**src/rtl/alu_pkg.sv**
```systemverilog
// Shared constants and types for the ALU issue controller slice.
// Latency: none (declarations only).
// Backpressure: not applicable.
package alu_pkg;

    // Default unit count and op-code width; op code n selects unit n.
    localparam int ALU_NUM_UNITS = 8;
    localparam int ALU_OP_W      = 3;

    // Units 0..3 are single-cycle; units 4..7 report completion via done.
    localparam logic [7:0] ALU_FIXED_LAT_MASK = 8'h0F;

    typedef enum logic [2:0] {
        OP_AND = 3'd0,
        OP_OR  = 3'd1,
        OP_XOR = 3'd2,
        OP_ADD = 3'd3,
        OP_SUB = 3'd4,
        OP_MUL = 3'd5,
        OP_DIV = 3'd6,
        OP_NOT = 3'd7
    } op_e;

    typedef enum logic [1:0] {
        ST_IDLE  = 2'd0,
        ST_ISSUE = 2'd1,
        ST_WAIT  = 2'd2,
        ST_RESP  = 2'd3
    } state_e;

endpackage

```
**src/rtl/alu_issue_ctrl_if.sv**
```systemverilog
// Bundle of request, unit-side and response signals of the ALU issue controller.
// Latency: none (wires only).
// Backpressure: req_valid/req_ready on the request side, rsp_valid/rsp_ready on the response side.
// Ports (signals): req_valid/req_ready/req_op/req_a/req_b, op_a/op_b/start_vec,
//   unit_done/unit_res, rsp_valid/rsp_ready/rsp_res/rsp_op/rsp_err.
// Modports: master = the controller, slave = requester, units and consumer.
interface alu_issue_ctrl_if
    import alu_pkg::*;
#(
    parameter int NUM_UNITS = ALU_NUM_UNITS,
    parameter int OP_W      = ALU_OP_W
) ();

    logic                   req_valid;
    logic                   req_ready;
    logic [OP_W-1:0]        req_op;
    logic [7:0]             req_a;
    logic [7:0]             req_b;

    logic [7:0]             op_a;
    logic [7:0]             op_b;
    logic [NUM_UNITS-1:0]   start_vec;
    logic [NUM_UNITS-1:0]   unit_done;
    logic [NUM_UNITS*16-1:0] unit_res;

    logic                   rsp_valid;
    logic                   rsp_ready;
    logic [15:0]            rsp_res;
    logic [OP_W-1:0]        rsp_op;
    logic                   rsp_err;

    modport master (
        input  req_valid, req_op, req_a, req_b, unit_done, unit_res, rsp_ready,
        output req_ready, op_a, op_b, start_vec, rsp_valid, rsp_res, rsp_op, rsp_err
    );

    modport slave (
        output req_valid, req_op, req_a, req_b, unit_done, unit_res, rsp_ready,
        input  req_ready, op_a, op_b, start_vec, rsp_valid, rsp_res, rsp_op, rsp_err
    );

endinterface

```
**src/rtl/alu_res_mux.sv**
```systemverilog
// Selects one unit's 16-bit result out of the flattened result bus.
// Latency: combinational.
// Backpressure: none.
// Ports: sel (unit index), res_in (NUM_UNITS x 16 flattened), res_out (selected result, 0 if sel out of range).
module alu_res_mux #(
    parameter int NUM_UNITS = 8,
    parameter int OP_W      = 3
) (
    input  logic [OP_W-1:0]          sel,
    input  logic [NUM_UNITS*16-1:0]  res_in,
    output logic [15:0]              res_out
);

    always_comb begin
        res_out = '0;
        for (int i = 0; i < NUM_UNITS; i++) begin
            if (sel == OP_W'(i)) begin
                res_out = res_in[i*16 +: 16];
            end
        end
    end

endmodule

```
**src/rtl/alu_issue_ctrl.sv**
```systemverilog
// Sequences one ALU op at a time: accept, start pulse to the unit, collect result, return it.
// Latency: accept->rsp_valid 3 cycles for fixed units, done+1 for variable units, 1 for illegal ops.
// Backpressure: req_ready only in IDLE; result held in RESP until rsp_ready, then IDLE for one cycle.
// Ports: clk, rst_n (async active-low), bus (alu_issue_ctrl_if.master).
// Optional: ALU_TIMEOUT_EN adds a WAIT watchdog of TIMEOUT cycles for variable-latency units.
module alu_issue_ctrl
    import alu_pkg::*;
#(
    parameter int                   NUM_UNITS      = ALU_NUM_UNITS,
    parameter int                   OP_W           = ALU_OP_W,
    parameter logic [NUM_UNITS-1:0] FIXED_LAT_MASK = NUM_UNITS'(ALU_FIXED_LAT_MASK)
`ifdef ALU_TIMEOUT_EN
    ,
    parameter int                   TIMEOUT        = 64
`endif
) (
    input  logic            clk,
    input  logic            rst_n,
    alu_issue_ctrl_if.master bus
);

    localparam logic [1:0] IDLE  = ST_IDLE;
    localparam logic [1:0] ISSUE = ST_ISSUE;
    localparam logic [1:0] WAIT  = ST_WAIT;
    localparam logic [1:0] RESP  = ST_RESP;

    logic [1:0]           state;
    logic [OP_W-1:0]      op_q;
    logic [7:0]           a_q;
    logic [7:0]           b_q;
    logic [15:0]          res_q;
    logic                 err_q;

    logic [NUM_UNITS-1:0] op_hot;
    logic                 op_fixed;
    logic                 op_done;
    logic                 op_illegal;
    logic [15:0]          mux_res;

    // One-hot of the latched op; all-zero when the op is out of range.
    always_comb begin
        op_hot = '0;
        for (int i = 0; i < NUM_UNITS; i++) begin
            op_hot[i] = (op_q == OP_W'(i));
        end
    end

    // Done strobes of units other than the selected one are masked off here.
    assign op_fixed   = |(FIXED_LAT_MASK & op_hot);
    assign op_done    = |(bus.unit_done & op_hot);
    assign op_illegal = ({1'b0, bus.req_op} >= (OP_W+1)'(NUM_UNITS));

    alu_res_mux #(
        .NUM_UNITS (NUM_UNITS),
        .OP_W      (OP_W)
    ) u_res_mux (
        .sel     (op_q),
        .res_in  (bus.unit_res),
        .res_out (mux_res)
    );

`ifdef ALU_TIMEOUT_EN
    localparam int CNT_W = (TIMEOUT > 1) ? $clog2(TIMEOUT) : 1;
    logic [CNT_W-1:0] wait_cnt;
    logic             wait_expired;
    // wait_cnt holds the number of WAIT cycles already completed.
    assign wait_expired = (wait_cnt == CNT_W'(TIMEOUT - 1));
`endif

    always_ff @(posedge clk or negedge rst_n) begin
        if (!rst_n) begin
            state <= IDLE;
            op_q  <= '0;
            a_q   <= '0;
            b_q   <= '0;
            res_q <= '0;
            err_q <= 1'b0;
`ifdef ALU_TIMEOUT_EN
            wait_cnt <= '0;
`endif
        end else begin
            case (state)
                IDLE: begin
                    if (bus.req_valid) begin
                        op_q <= bus.req_op;
                        a_q  <= bus.req_a;
                        b_q  <= bus.req_b;
                        if (op_illegal) begin
                            res_q <= '0;
                            err_q <= 1'b1;
                            state <= RESP;
                        end else begin
                            state <= ISSUE;
                        end
                    end
                end
                ISSUE: begin
                    state <= WAIT;
`ifdef ALU_TIMEOUT_EN
                    wait_cnt <= '0;
`endif
                end
                WAIT: begin
                    // Fixed units registered their result on the start edge,
                    // so it is already on unit_res in the first WAIT cycle.
                    // Done is checked before the watchdog so it wins a tie.
                    if (op_fixed || op_done) begin
                        res_q <= mux_res;
                        err_q <= 1'b0;
                        state <= RESP;
                    end
`ifdef ALU_TIMEOUT_EN
                    else if (wait_expired) begin
                        res_q <= '0;
                        err_q <= 1'b1;
                        state <= RESP;
                    end else begin
                        wait_cnt <= wait_cnt + 1'b1;
                    end
`endif
                end
                RESP: begin
                    if (bus.rsp_ready) begin
                        err_q <= 1'b0;
                        state <= IDLE;
                    end
                end
                default: state <= IDLE;
            endcase
        end
    end

    // Handshake and start outputs decode straight from state so an
    // asynchronous reset drops them without waiting for a clock.
    assign bus.req_ready = (state == IDLE);
    assign bus.rsp_valid = (state == RESP);
    assign bus.start_vec = (state == ISSUE) ? op_hot : '0;
    assign bus.op_a      = a_q;
    assign bus.op_b      = b_q;
    assign bus.rsp_res   = res_q;
    assign bus.rsp_op    = op_q;
    assign bus.rsp_err   = err_q;

endmodule

```
**src/flat_wrapper.sv**
```systemverilog
// flat-port wrapper written by rule: the top's interface ports become plain ports
module alu_issue_ctrl_flat import alu_pkg::*;
#(
    parameter int                   NUM_UNITS      = ALU_NUM_UNITS,
    parameter int                   OP_W           = ALU_OP_W,
    parameter logic [NUM_UNITS-1:0] FIXED_LAT_MASK = NUM_UNITS'(ALU_FIXED_LAT_MASK)

)
  (clk, rst_n, bus_req_valid, bus_req_op, bus_req_a, bus_req_b, bus_unit_done, bus_unit_res, bus_rsp_ready, bus_req_ready, bus_op_a, bus_op_b, bus_start_vec, bus_rsp_valid, bus_rsp_res, bus_rsp_op, bus_rsp_err);
  alu_issue_ctrl_if #(.NUM_UNITS(NUM_UNITS), .OP_W(OP_W)) bus_i ();
  input  logic clk;
  input  logic rst_n;
  input wire logic [$bits(bus_i.req_valid)-1:0] bus_req_valid;
  input wire logic [$bits(bus_i.req_op)-1:0] bus_req_op;
  input wire logic [$bits(bus_i.req_a)-1:0] bus_req_a;
  input wire logic [$bits(bus_i.req_b)-1:0] bus_req_b;
  input wire logic [$bits(bus_i.unit_done)-1:0] bus_unit_done;
  input wire logic [$bits(bus_i.unit_res)-1:0] bus_unit_res;
  input wire logic [$bits(bus_i.rsp_ready)-1:0] bus_rsp_ready;
  output wire logic [$bits(bus_i.req_ready)-1:0] bus_req_ready;
  output wire logic [$bits(bus_i.op_a)-1:0] bus_op_a;
  output wire logic [$bits(bus_i.op_b)-1:0] bus_op_b;
  output wire logic [$bits(bus_i.start_vec)-1:0] bus_start_vec;
  output wire logic [$bits(bus_i.rsp_valid)-1:0] bus_rsp_valid;
  output wire logic [$bits(bus_i.rsp_res)-1:0] bus_rsp_res;
  output wire logic [$bits(bus_i.rsp_op)-1:0] bus_rsp_op;
  output wire logic [$bits(bus_i.rsp_err)-1:0] bus_rsp_err;
  assign bus_i.req_valid = bus_req_valid;
  assign bus_i.req_op = bus_req_op;
  assign bus_i.req_a = bus_req_a;
  assign bus_i.req_b = bus_req_b;
  assign bus_i.unit_done = bus_unit_done;
  assign bus_i.unit_res = bus_unit_res;
  assign bus_i.rsp_ready = bus_rsp_ready;
  assign bus_req_ready = bus_i.req_ready;
  assign bus_op_a = bus_i.op_a;
  assign bus_op_b = bus_i.op_b;
  assign bus_start_vec = bus_i.start_vec;
  assign bus_rsp_valid = bus_i.rsp_valid;
  assign bus_rsp_res = bus_i.rsp_res;
  assign bus_rsp_op = bus_i.rsp_op;
  assign bus_rsp_err = bus_i.rsp_err;
  alu_issue_ctrl #(.NUM_UNITS(NUM_UNITS), .OP_W(OP_W), .FIXED_LAT_MASK(FIXED_LAT_MASK)) u_core (.clk(clk), .rst_n(rst_n), .bus(bus_i));
endmodule
```
**config.mk**
```make
export PLATFORM = sky130hd
export DESIGN_NAME = alu_issue_ctrl_flat
export DESIGN_NICKNAME = d
export VERILOG_FILES = /design/src/rtl/alu_pkg.sv /design/src/rtl/alu_issue_ctrl_if.sv /design/src/rtl/alu_res_mux.sv /design/src/rtl/alu_issue_ctrl.sv /design/src/flat_wrapper.sv
export SDC_FILE = /design/constraint.sdc
export NUM_CORES = 1
export LEC_CHECK = 0
export ABC_AREA = 1
export CORE_UTILIZATION = 39
export DETAILED_ROUTE_END_ITERATION = 12
export PLACE_DENSITY_LB_ADDON = 0.1
export REMOVE_ABC_BUFFERS = 1
export SLEW_MARGIN = 25
export SYNTH_ARGS = -nofsm -noshare
export SYNTH_HDL_FRONTEND = slang
export SYNTH_SLANG_ARGS = --single-unit
```
**constraint.sdc**
```tcl
create_clock -name clk -period 2.8 [get_ports clk]
set_input_delay 0.7 -clock clk [delete_from_list [all_inputs] [get_ports clk]]
set_output_delay 0.7 -clock clk [all_outputs]
set_load 0.02 [all_outputs]
```
# Yosys cells after proc, flatten, opt, wreduce, memory -nomap -nowiden
# Index checks and enable logic that the tools add are counted.
# W data, S select, Z words.
dict set report totals {
  reg_bits 38
  output_inout_bits 46
  wordCells 46
}
dict set report op_classes {
  eq_ne 13
  n_mux 16
  bitwise 1
  n_reduce_logical 10
}
# operator count
set ops {}
lappend ops {{$mux W16} 8}
lappend ops {{$eq A3 B3 Y1 const B} 4}
lappend ops {{$and A8 B8 Y8} 1}
lappend ops {{$mux W8} 1}
lappend ops {{$pmux W2 S4} 1}
lappend ops {{$reduce_or A8 Y1} 1}
lappend ops {{$eq A3 B2 Y1 const B} 2}
lappend ops {{$mux W2} 3}
lappend ops {{$reduce_and A3 Y1} 2}
lappend ops {{$eq A2 B2 Y1 const B} 2}
lappend ops {{$ne A2 B2 Y1 const B} 2}
lappend ops {{$reduce_and A2 Y1} 2}
lappend ops {{$reduce_or A4 Y1} 1}
lappend ops {{$eq A3 B1 Y1 const B} 1}
lappend ops {{$logic_not A3 Y1} 1}
lappend ops {{$eq A2 B1 Y1 const B} 1}
lappend ops {{$logic_not A2 Y1} 1}
lappend ops {{$mux W1} 2}
lappend ops {{$ne A2 B1 Y1 const B} 1}
lappend ops {{$pmux W1 S2} 1}
lappend ops {{$reduce_bool A2 Y1} 1}
lappend ops {{$logic_or A1 B1 Y1} 1}

# Depth between registers and ports, before layout
# Gate-level depths: netlist of the first run.
dict set report logic_depth {
  depth_word 9
  ltp_mapped 11
  ltp_nobuf 9
}

# Modules after synthesis
# From an unflattened synthesis of the first run, not the netlist that was laid out.
dict set report unflattened {
  cells_unflattened 386
  hier_area_um2 2808.9
}
# mod instances cells_per_inst area_each_um2
set modules_own_cells {}
lappend modules_own_cells {alu_issue_ctrl 1 164 1639.1}
lappend modules_own_cells {alu_res_mux 1 222 1169.9}

# Worst setup path before layout of the first run
# Ideal clock, no wire load.
dict set report synth_path {
  kind {reg-to-output}
  from {register u_core.op_q[0] (netlist: u_core.bus.rsp_op[0])}
  to {output bus_start_vec[0]}
  t_arrival_ns 1.663
  t_required_ns 2.100
  setup_slack_ns 0.437
  stages_incl_launch_ff 5
  path_buffers 3
  path_cell_list {dfrtp_1 -> buf_6 -> buf_2 -> buf_4 -> nor4_1}
}
dict set report synth_via {
  elab_chain_len 2
}
# element line
set synth_lines {}
lappend synth_lines {{start, declared} alu_issue_ctrl.sv:28} ;# logic [OP_W-1:0] op_q;
lappend synth_lines {{start signal, assigned} alu_issue_ctrl.sv:85} ;# op_q <= bus.req_op;
lappend synth_lines {{$logic_not A3 Y1} alu_issue_ctrl.sv:44} ;# op_hot[i] = (op_q == OP_W'(i));
lappend synth_lines {{$mux W8} alu_issue_ctrl.sv:137} ;# assign bus.start_vec = (state == ISSUE) ? op_hot : '0;
lappend synth_lines {{end, declared} flat_wrapper.sv:23} ;# output wire logic [$bits(bus_i.start_vec)-1:0] bus_start_vec;
# Every way passes these cells.

# Worst setup path in the final report of the first run
dict set report layout_path {
  from {register u_core.state[1]}
  to {output bus_start_vec[4]}
}
dict set report layout_via {
  elab_chain_len 2
}
# element line
set layout_lines {}
lappend layout_lines {{start, declared} alu_issue_ctrl.sv:27} ;# logic [1:0] state;
lappend layout_lines {{start signal, assigned} alu_issue_ctrl.sv:72} ;# state <= IDLE;
lappend layout_lines {{start signal, assigned} alu_issue_ctrl.sv:91} ;# state <= RESP;
lappend layout_lines {{start signal, assigned} alu_issue_ctrl.sv:93} ;# state <= ISSUE;
lappend layout_lines {{$eq A2 B1 Y1} alu_issue_ctrl.sv:137}
lappend layout_lines {{$mux W8} alu_issue_ctrl.sv:137}
# Every way passes these cells.

==> results of run 1 <==
## cells in the final DEF (no fill, tap or decap), types with 2 or more instances in the layout
master,count
buf_4,12
inv_2,5
dfrtp_1,37
clkbuf_8,5
nand2_2,3
nor3_1,2
ha_1,4
clkinv_2,2
nand4_1,42
nor4_1,2
inv_1,53
nor2_2,4
o21ai_2,2
nor2_1,110
mux2_2,16
a21oi_1,19
nand3_1,23
nand2_1,96
clkdlybuf4s50_1,197
## cells by family after synthesis
family,after synthesis
AOI/OAI and AO/OA,22
adders and majority gates,4
buffers and inverters,84
DFF,37
muxes,16
other,1
and+or+nand+nor,288
## synth_stat cells (all sizes together)
cell,instances,area share
nor2,116,0.16
nand2,99,0.13
inv,58,0.074
nand4,42,0.089
dfrtp,37,0.31
nand3,24,0.043
buf,22,0.048
a21oi,19,0.032
mux2,16,0.061
clkbuf,4,0.0051
ha,4,0.017
nor3,3,0.0089
nor4,2,0.0043
o21ai,2,0.0060
conb,1,0.0013
nand3b,1,0.0026
o22ai,1,0.0021
or2,1,0.0021
## metrics by stage
stage	utilization	std cells	setup WS, ns
global placement	0.6874	736	0.4526
detailed placement	0.6874	736	0.4319
finish	0.6992	744	0.08795
global route	0.6992	744	0.0005214
CTS	0.6988	744	0.06951
floorplan	-	426	0.05794
## layout make-up
| cell class | instances | area (um2) |
|---|---|---|
| Fill cell | 656 | 2182 |
| Timing Repair Buffer | 211 | 2079 |
| Multi-Input combinational cell | 331 | 1642 |
| Sequential cell | 37 | 925.9 |
| Inverter | 58 | 217.7 |
| Tap cell | 99 | 123.9 |
| Clock buffer | 6 | 72.57 |
| Clock inverter | 2 | 10.01 |
## registers in the layout, summed over array words and instances, names as in the netlist
register	flops
u_core.bus.rsp_res	16
u_core.bus.rsp_op	3
u_core.bus.op_b	8
u_core.bus.op_a	8
u_core.state	2
## per-layer routing
| metal | vias up | track usage | share of wire |
|---|---|---|---|
| met4 | 0 | 0.07478 | 0.020 |
| met2 | 130 | 0.5049 | 0.52 |
| met5 | - | 0 | 0 |
| met3 | 16 | 0.05690 | 0.081 |
| met1 | 1614 | 0.3039 | 0.38 |
| li1 | 1818 | - | - |
## critical path, cell delays in order (launching register included)
cell             delay, ns
dfrtp_1               0.43
inv_1                 0.10
ha_1                  0.15
inv_1                 0.13
nor4_1                0.26
clkdlybuf4s50_1       0.65
## what timing repair did
action                                  CTS  global route
endpoints found under the setup margin    0             1
gates resized for setup                   0             1
hold endpoints to repair                  0             0
## power by group
group	total (mW)	internal [mW]	switching [mW]
sequential	0.983	0.815	0.168
combinational	3.25	1.38	1.86
clock	0.363	0.173	0.191
total	4.59	2.37	2.22
## final timing paths
kind,startpoint,to
setup / recovery,u_core.state[1],bus_start_vec[4]
setup reg to reg,u_core.bus.rsp_op[0],u_core.bus.rsp_res[11]
hold reg to reg,u_core.bus.rsp_res[3],u_core.bus.rsp_res[3]
min in group asynchronous,rst_n,u_core.bus.op_a[0]
max in group asynchronous,rst_n,u_core.bus.op_b[0]
hold / removal,u_core.bus.rsp_res[3],u_core.bus.rsp_res[3]
==> impl_metrics.env, run 1 <==
export IMPL_run_status="finished clean"
export IMPL_min_path_cells=2
export IMPL_cts_hold_buf=0
export IMPL_drt_pass1_iter_count=4
export IMPL_synthMuxAreaShare=0.06125
export IMPL_clockBufferDepth=2
export IMPL_diodes=0
export IMPL_required_ns=2.10
export IMPL_yosys_register_bits=37
export IMPL_row_count=31
export IMPL_reg2reg_setup_slack_ns=0.82
export IMPL_grt_pass1_vias=3429
export IMPL_finalNetCount=807
export IMPL_ir_drop_v=0.0004996
export IMPL_ys_warn_count=0
export IMPL_fmax_mhz=368.7
export IMPL_cts_max_level=2
export IMPL_post_route_drc_count=0
export IMPL_power_density_mw_per_mm2=905.3
export IMPL_die_w_um=88.85
export IMPL_clock_sinks=37
export IMPL_critPathLaunchType="flop"
export IMPL_cts_buffers=5
export IMPL_p_total_mw=4.591
export IMPL_die_y_um=88.85
export IMPL_holdWs_ns=0.4927
export IMPL_cp_max_fo=8
export IMPL_initial_utilization=0.4056
export IMPL_timing_hold_violations_final=0
export IMPL_maxCapViolCount=0
export IMPL_fp_coreArea_mm2=0.007253
export IMPL_finalCritPeriodShare=0.9686
export IMPL_place_congestion=0.8140
export IMPL_io_pins=205
export IMPL_final_area_mm2=0.005071
export IMPL_critical_path_class="reg -> out"
export IMPL_synthSimpleGateAreaFrac=0.4381
export IMPL_ys_seq_area_frac=0.3148
export IMPL_maxSlewViolCount=0
export IMPL_rsz0062_at_grt="no"
export IMPL_min_path_type="reg -> reg"
export IMPL_rr_worst_depth=9
export IMPL_yosysUniqueCellTypes=28
export IMPL_cp_arrival_ns=2.01
export IMPL_placed_area_mm2=0.004986
export IMPL_viasPerCell=4.809
export IMPL_overflow=0
export IMPL_cp_end_kind="output port"
export IMPL_grt_antenna_before_repair=0
export IMPL_p_leak_nw=2.372
export IMPL_fp_dieArea_mm2=0.007893
export IMPL_fin_crit_ns=2.712
export IMPL_hpwl_um=8210
export IMPL_synthToLayoutAreaGrowth_pct=72.39
export IMPL_tns_ns=0
export IMPL_drive_gt1_frac=0.08527
export IMPL_post_cts_buffers=0
export IMPL_synthCells=452
export IMPL_syn_area_mm2=0.002942
export IMPL_post_drt_wl_per_cell_um=14.16
export IMPL_grt_pass1_wl_um=16090
export IMPL_grtUsageTotal=0.2683
export IMPL_clock_latency_ns=0.29
export IMPL_antenna_left=0
export IMPL_finalSetupViolCount=0
export IMPL_grt_max_degree=38
export IMPL_skew_ns=0.002872
export IMPL_portBuffers=199
export IMPL_wl_um=10530
export IMPL_synthAdderAreaFrac=0.01701
export IMPL_max_slew_margin_rel=0.4404
export IMPL_cts_tree="yes"
export IMPL_synth_xor_area_share=0
export IMPL_synth_area_per_cell_um2=6.508
export IMPL_vias=3578
export IMPL_synth_top_family_by_area="simple AND/OR/NAND/NOR gates"
export IMPL_drt_iter0_drc=155
export IMPL_worst_pin_slew_ns=0.8393
export IMPL_synth_compound_area_share=0.04041
export IMPL_path_clk_slew_ns=0.07
export IMPL_cts_root_buf="clkbuf_8"
(Power assumes the default switching activity.)
==> run 2, diff against run 1 <==
Settings changed: CAP_MARGIN set to 20.
==> results of run 2 <==
Same layout as run 1: the final DEF is identical, and so are final timing and power.
